===== config.mk =====
export PLATFORM = sky130hd
export DESIGN_NAME = video_timing_gen
export DESIGN_NICKNAME = d
export VERILOG_FILES = /design/src/rtl/video_timing_gen.sv
export SDC_FILE = /design/constraint.sdc
export NUM_CORES = 1
export LEC_CHECK = 0
export ABC_AREA = 1
export BUFFER_PORTS_ARGS = -buffer_cell sky130_fd_sc_hd__buf_2
export CORE_ASPECT_RATIO = 0.8
export CORE_MARGIN = 1
export CORE_UTILIZATION = 40
export DETAILED_ROUTE_END_ITERATION = 10
export SYNTH_ARGS = -nofsm -noshare
export SYNTH_HDL_FRONTEND = slang
export SYNTH_SLANG_ARGS = --single-unit
export TNS_END_PERCENT = 5

===== constraint.sdc =====
create_clock -name pclk -period 2.9 [get_ports pclk]
set_clock_uncertainty 0.2 [all_clocks]
set_input_delay 0.145 -clock pclk [delete_from_list [all_inputs] [get_ports pclk]]
set_output_delay 0.145 -clock pclk [all_outputs]
set_load 0.01 [all_outputs]

===== src/rtl/video_timing_gen.sv =====
// Raster timing generator: walks an (h, v) position over the full frame
// (active, front porch, sync, back porch on each axis) and produces
// registered sync, data-enable, coordinates and pixel data, plus a
// combinational pixel request issued one cycle ahead of o_de.
module video_timing_gen #(
  parameter int H_ACTIVE = 1920,
  parameter int H_FP     = 88,
  parameter int H_SYNC   = 44,
  parameter int H_BP     = 148,
  parameter int V_ACTIVE = 1080,
  parameter int V_FP     = 4,
  parameter int V_SYNC   = 5,
  parameter int V_BP     = 36,
  parameter bit HS_POL   = 1'b1,
  parameter bit VS_POL   = 1'b1
) (
  input  logic        pclk,
  input  logic        rst,
  input  logic        en,
  input  logic [23:0] i_data,
  output logic        data_req,
  output logic        o_hs,
  output logic        o_vs,
  output logic        o_de,
  output logic [23:0] o_data,
  output logic [11:0] o_x,
  output logic [11:0] o_y,
  output logic        o_sof
);

  localparam int H_TOTAL = H_ACTIVE + H_FP + H_SYNC + H_BP;
  localparam int V_TOTAL = V_ACTIVE + V_FP + V_SYNC + V_BP;

  // Counters are 12 bits wide, so a frame larger than 4096 on either axis
  // cannot be represented.
  if (H_TOTAL > 4096) begin : g_h_total_chk
    $error("video_timing_gen: H_TOTAL exceeds 4096");
  end
  if (V_TOTAL > 4096) begin : g_v_total_chk
    $error("video_timing_gen: V_TOTAL exceeds 4096");
  end

  localparam logic [11:0] H_LAST = 12'(H_TOTAL - 1);
  localparam logic [11:0] V_LAST = 12'(V_TOTAL - 1);

  // Region bounds carry one extra bit so an end bound equal to 4096 still fits.
  localparam logic [12:0] H_ACT  = 13'(H_ACTIVE);
  localparam logic [12:0] HS_BEG = 13'(H_ACTIVE + H_FP);
  localparam logic [12:0] HS_END = 13'(H_ACTIVE + H_FP + H_SYNC);
  localparam logic [12:0] V_ACT  = 13'(V_ACTIVE);
  localparam logic [12:0] VS_BEG = 13'(V_ACTIVE + V_FP);
  localparam logic [12:0] VS_END = 13'(V_ACTIVE + V_FP + V_SYNC);

  logic [11:0] r_h;
  logic [11:0] r_v;

  logic [11:0] w_h_nxt;
  logic [11:0] w_v_nxt;
  logic        w_h_act;
  logic        w_v_act;
  logic        w_act_nxt;
  logic        w_hs_nxt;
  logic        w_vs_nxt;
  logic        w_sof_nxt;

  // Position the counters move to on the next enabled edge, and its decode.
  always_comb begin
    w_h_nxt = r_h + 12'd1;
    w_v_nxt = r_v;
    if (r_h == H_LAST) begin
      w_h_nxt = '0;
      w_v_nxt = (r_v == V_LAST) ? '0 : r_v + 12'd1;
    end
    w_h_act   = ({1'b0, w_h_nxt} < H_ACT);
    w_v_act   = ({1'b0, w_v_nxt} < V_ACT);
    w_act_nxt = w_h_act && w_v_act;
    w_hs_nxt  = (({1'b0, w_h_nxt} >= HS_BEG) && ({1'b0, w_h_nxt} < HS_END)) ? HS_POL : ~HS_POL;
    w_vs_nxt  = (({1'b0, w_v_nxt} >= VS_BEG) && ({1'b0, w_v_nxt} < VS_END)) ? VS_POL : ~VS_POL;
    w_sof_nxt = (w_h_nxt == '0) && (w_v_nxt == '0);
  end

  // The source sees the request in the cycle before the edge that raises o_de,
  // so the pixel it presents is captured on that same edge.
  assign data_req = en && !rst && w_act_nxt;

  // Advance the position and register all outputs for the position reached.
  // Reset parks at the last pixel so the first enabled edge starts a frame.
  always_ff @(posedge pclk) begin
    if (rst) begin
      r_h    <= H_LAST;
      r_v    <= V_LAST;
      o_de   <= 1'b0;
      o_sof  <= 1'b0;
      o_x    <= '0;
      o_y    <= '0;
      o_data <= '0;
      o_hs   <= ~HS_POL;
      o_vs   <= ~VS_POL;
    end else if (en) begin
      r_h    <= w_h_nxt;
      r_v    <= w_v_nxt;
      o_de   <= w_act_nxt;
      o_sof  <= w_sof_nxt;
      o_x    <= w_act_nxt ? w_h_nxt : '0;
      o_y    <= w_v_act ? w_v_nxt : '0;
      o_data <= w_act_nxt ? i_data : '0;
      o_hs   <= w_hs_nxt;
      o_vs   <= w_vs_nxt;
    end else begin
      // Stalled edge: syncs keep their level, per-pixel outputs go quiet.
      o_de   <= 1'b0;
      o_sof  <= 1'b0;
      o_x    <= '0;
      o_y    <= '0;
      o_data <= '0;
    end
  end

endmodule


==> run_results.csv <==
group,metric,value,unit
sta,max_slew.worst_pin.slew,0.561,ns
layout,post-route-cell-area,4380,um^2
route,drt_pre_antenna_iters,6,
sta,finalSetupViolCount,0,
die,fp.dieArea,8690,um^2
worst_setup_path,max_stage_delay_cell_worst_path,"sky130_fd_sc_hd__dfxtp_1",
power_and_ir_drop,cellPowerDensity,670,nW/um^2
yosys,seq_area_frac_synth,45.7,%
worst_setup_path,worst_path_buf_inv,3,
yosys,avgSynthCellArea,7.58,um^2
sta,final.min_clock_period,2.69,ns
layout,area_growth,31.5,%
placement,place.port_buffers,79,
clock_network,cts-buffers-inserted,9,
global_routing,wire_length_of_the_first_global_routing_pass,14100,um
power_and_ir_drop,static-leakage-power,2.24,nW
die,core_area,7980,um^2
hold_path,endpoint_of_the_worst_hold_timing_path,"o_vs$_SDFFE_PP0P_",
flow_run,cap_violations,0,
yosys,post_synth_xor_area_fraction,0.526,%
die,row_count,29,
yosys,post_synth_and_or_nand_nor_area_fraction,33.9,%
global_routing,grt_max_degree,17,
worst_setup_path,timing.rr.end,"o_data[4]$_SDFF_PP0_",
worst_setup_path,timing.critical_path.slowest_cell_delay,0.36,ns
layout,regArea,1520,um^2
die,die_h,83.6,um
worst_setup_path,path_class,"reg2out",
worst_setup_path,end_kind,"output port",
layout,area_of_combinational_cells_with_multiple_inputs,1470,um^2
sta,final_worst_setup_slack,0.211,ns
yosys,ys_seq_elements,76,
hold_path,holdCritStartpoint,"en",
clock_network,clock_tree_from_tritoncts,"done",
sta,grt_setup_unrepaired,"no",
worst_setup_path,required,2.56,ns
power_and_ir_drop,report.power.total,2.94,mW
clock_network,clock_insertion_delay_worst_skew,0.35,ns
placement,hpwl,6070,um
yosys,synth.yosys.warnings,0,
worst_setup_path,worst_path_dominant_cell_family,"simple AND/OR/NAND/NOR gates",
worst_setup_path,timing.rr.start,"r_h[1]$_SDFFE_PP1P_",
route,detail_route.vias_per_cell,4.79,
die,floorplan.initialDensity,41.7,%
placement,pre_cts_ws,0.357,ns
worst_setup_path,cp-start-kind,"flop",
global_routing,grt_remaining_overflow,0,
yosys,synth-compound-area-share,7.93,%
sta,worst_case_headroom_to_the_max_slew_limit,62.6,%
yosys,synth.area.top_cells,"sky130_fd_sc_hd__dfxtp_1 46%, sky130_fd_sc_hd__nand2_1 10%, sky130_fd_sc_hd__inv_1 6.9%",
route,dr.first_iter.drc_count,266,
yosys,syn_area,3330,um^2
route,antenna_left,0,
clock_network,ctsRootBufferMaster,"sky130_fd_sc_hd__clkbuf_8",
hold_path,holdPathStages,5,
layout,nFillCells,745,
yosys,synth_top_cell_by_area,"sky130_fd_sc_hd__dfxtp_1",
layout,instances_no_fill,675,
worst_setup_path,cp_cell_sequence,"ha_2 > nand2_2 > nor2_1 > nand2_1 > nor2_4 > buf_6 > nor2_1 > nand2_2 > nor2_1 > nand2_1 > nand2_1 > nand3b_4 > inv_2 > buf_2",
worst_setup_path,r2r_setup_slack,0.38,ns
global_routing,gr-usage-all-layers,20.3,%
route,routed_wire_length_per_instance,12.7,um
sta,slew_violations,0,
global_routing,antenna_found_initial,0,
hold_path,hold_class,"in2reg",
worst_setup_path,worst_r2r_path_depth,15,
route,postRouteWirelength,8580,um
placement,placed_cells,625,
clock_network,max-clock-path-buffers,2,
placement,global_placement_routability_congestion,0.940,
die,dieWidth,104,um
yosys,synth.area.mux_share,0,%
clock_network,clk_pin_slew,0.08,ns
yosys,synth_top_family_by_area,"simple AND/OR/NAND/NOR gates",
yosys,synth_fa_ha_area_share,1.13,%
sta,timing.hold.ws,0.0672,ns
global_routing,grt_pass1_vias,2976,
run_status,run_status,"complete, no violations",
clock_network,clock_sinks,76,
sta,setup_tns,0,ns
sta,final-hold-violation-count,0,
placement,cell_area_after_placement,3840,um^2
layout,n_antenna_cell,0,
yosys,number_of_distinct_library_cells_after_synthesis,35,
yosys,synth_top_area_share,45.7,%
route,dr_total_vias,3235,
power_and_ir_drop,max_rail_drop_vdd,378,uV
sta,fin_crit_sh,92.7,%
route,remaining_drc_errors,0,
worst_setup_path,critical_path_arrival,2.34,ns
layout,num-nets-final,592,
worst_setup_path,timing.critical_path.fanout_max,9,
clock_network,cts_max_level,3,
layout,layout-drive-gt1-share,29.3,%
layout,postLayoutCoreUtil,54.8,%
sta,fmax,372,MHz
die,floorplan.io_pins,80,
yosys,netlist_instances,439,
-- metal layers --
layer	track usage, %	wire length [um]	up-vias
li1	-	-	1629
met1	28.0	4070	1440
met2	30.1	3620	153
met3	5.78	757	13
met4	7.14	131	0
met5	0	0	-
-- tightest hold or removal path, delay by kind of cell --
kind / cells / cell delay (ns)
and+or+nand+nor: 3 / 0.16
buffers and inverters: 2 / 0.27
-- worst max-delay path by stage --
stage                        start                     to  cells past startpoint  slack, ns
3_3_place_gp   r_h[0]$_SDFFE_PP1P_  o_data[23]$_SDFF_PP0_                     14       0.41
5_1_grt        r_h[2]$_SDFFE_PP1P_               data_req                     11       0.04
6_report       r_h[1]$_SDFFE_PP1P_               data_req                     14       0.21
4_1_cts        r_h[1]$_SDFFE_PP1P_               data_req                     14       0.05
2_1_floorplan  r_h[0]$_SDFFE_PP1P_               data_req                     14       0.68
3_5_place_dp   r_h[1]$_SDFFE_PP1P_  o_data[21]$_SDFF_PP0_                     15       0.36
-- power by group --
group / leakage [nW] / internal (mW) / total (mW) / switching (mW)
sequential: 0.618 / 1.13 / 1.20 / 0.0667
clock: 0.0862 / 0.401 / 0.808 / 0.407
combinational: 1.54 / 0.350 / 0.928 / 0.577
total: 2.24 / 1.88 / 2.94 / 1.05
-- cells by family after synthesis --
kind of cell / Yosys count
DFF: 76
xor gates and xnor gates: 2
AOI/OAI and AO/OA: 41
adders and majority gates: 3
buffers and inverters: 79
other: 1
and+or+nand+nor: 237
-- synth_stat cells --
library cell and number:
sky130_fd_sc_hd__o21ai_0 10, sky130_fd_sc_hd__nor3_1 7, sky130_fd_sc_hd__a21oi_1 4, sky130_fd_sc_hd__nand2_1 93, sky130_fd_sc_hd__ha_1 3, sky130_fd_sc_hd__buf_8 2, sky130_fd_sc_hd__o21ai_1 1, sky130_fd_sc_hd__dfxtp_1 76
sky130_fd_sc_hd__clkbuf_1 4, sky130_fd_sc_hd__nand2_2 6, sky130_fd_sc_hd__nand4_1 9, sky130_fd_sc_hd__nor2_1 55, sky130_fd_sc_hd__a22oi_1 9, sky130_fd_sc_hd__a21oi_4 1, sky130_fd_sc_hd__nand3b_4 1, sky130_fd_sc_hd__nor2_2 30
sky130_fd_sc_hd__nand4_4 1, sky130_fd_sc_hd__buf_6 2, sky130_fd_sc_hd__clkinv_2 1, sky130_fd_sc_hd__inv_1 61, sky130_fd_sc_hd__nor3_4 1, sky130_fd_sc_hd__nand3_1 29, sky130_fd_sc_hd__buf_4 1, sky130_fd_sc_hd__nand3b_1 1
sky130_fd_sc_hd__conb_1 1, sky130_fd_sc_hd__buf_2 1, sky130_fd_sc_hd__buf_12 1, sky130_fd_sc_hd__nor2_4 2, sky130_fd_sc_hd__xor2_1 2, sky130_fd_sc_hd__nand2_4 1, sky130_fd_sc_hd__nand4_2 1, sky130_fd_sc_hd__o22ai_1 13
sky130_fd_sc_hd__o21ai_2 2, sky130_fd_sc_hd__inv_2 6, sky130_fd_sc_hd__a31oi_1 1
-- cell type report --
| cell class | count | area share (%) |
|---|---|---|
| sequential | 76 | 34.8 |
| multi-input combinational | 285 | 33.5 |
| timing repair buffer | 122 | 18.3 |
| inverter | 68 | 5.86 |
| tap | 108 | 3.09 |
| clock buffer | 11 | 3.00 |
| clock inverter | 5 | 1.40 |
-- layout by cell type, fill, tap and decap left out, drive strengths merged --
master,instances
conb,2
nand4,11
inv,68
a21oi,5
nor3,8
xor2,2
clkbuf,11
dfxtp,76
nor2,87
clkinvlp,3
clkinv,1
nand3,29
nand2,100
ha,3
a22oi,9
o22ai,13
dlygate4sd3,27
a31oi,1
o21ai,13
bufinv,1
nand3b,2
buf,95
-- state kept, by name (all words and copies together) (netlist names) --
| name | cells |
|---|---|
| o_vs | 1 |
| r_v | 12 |
| o_sof | 1 |
| o_hs | 1 |
| o_x | 12 |
| o_data | 24 |
| o_de | 1 |
| o_y | 12 |
| r_h | 12 |
-- timing repair --
item	4_1_cts	5_1_grt
hold buffers	27	0
endpoints found under the setup margin	0	1
gates resized for setup	0	6
buffers inserted	0	7
endpoints found under the hold margin	28	0
Note: power is estimated with default switching activity, not from simulation.
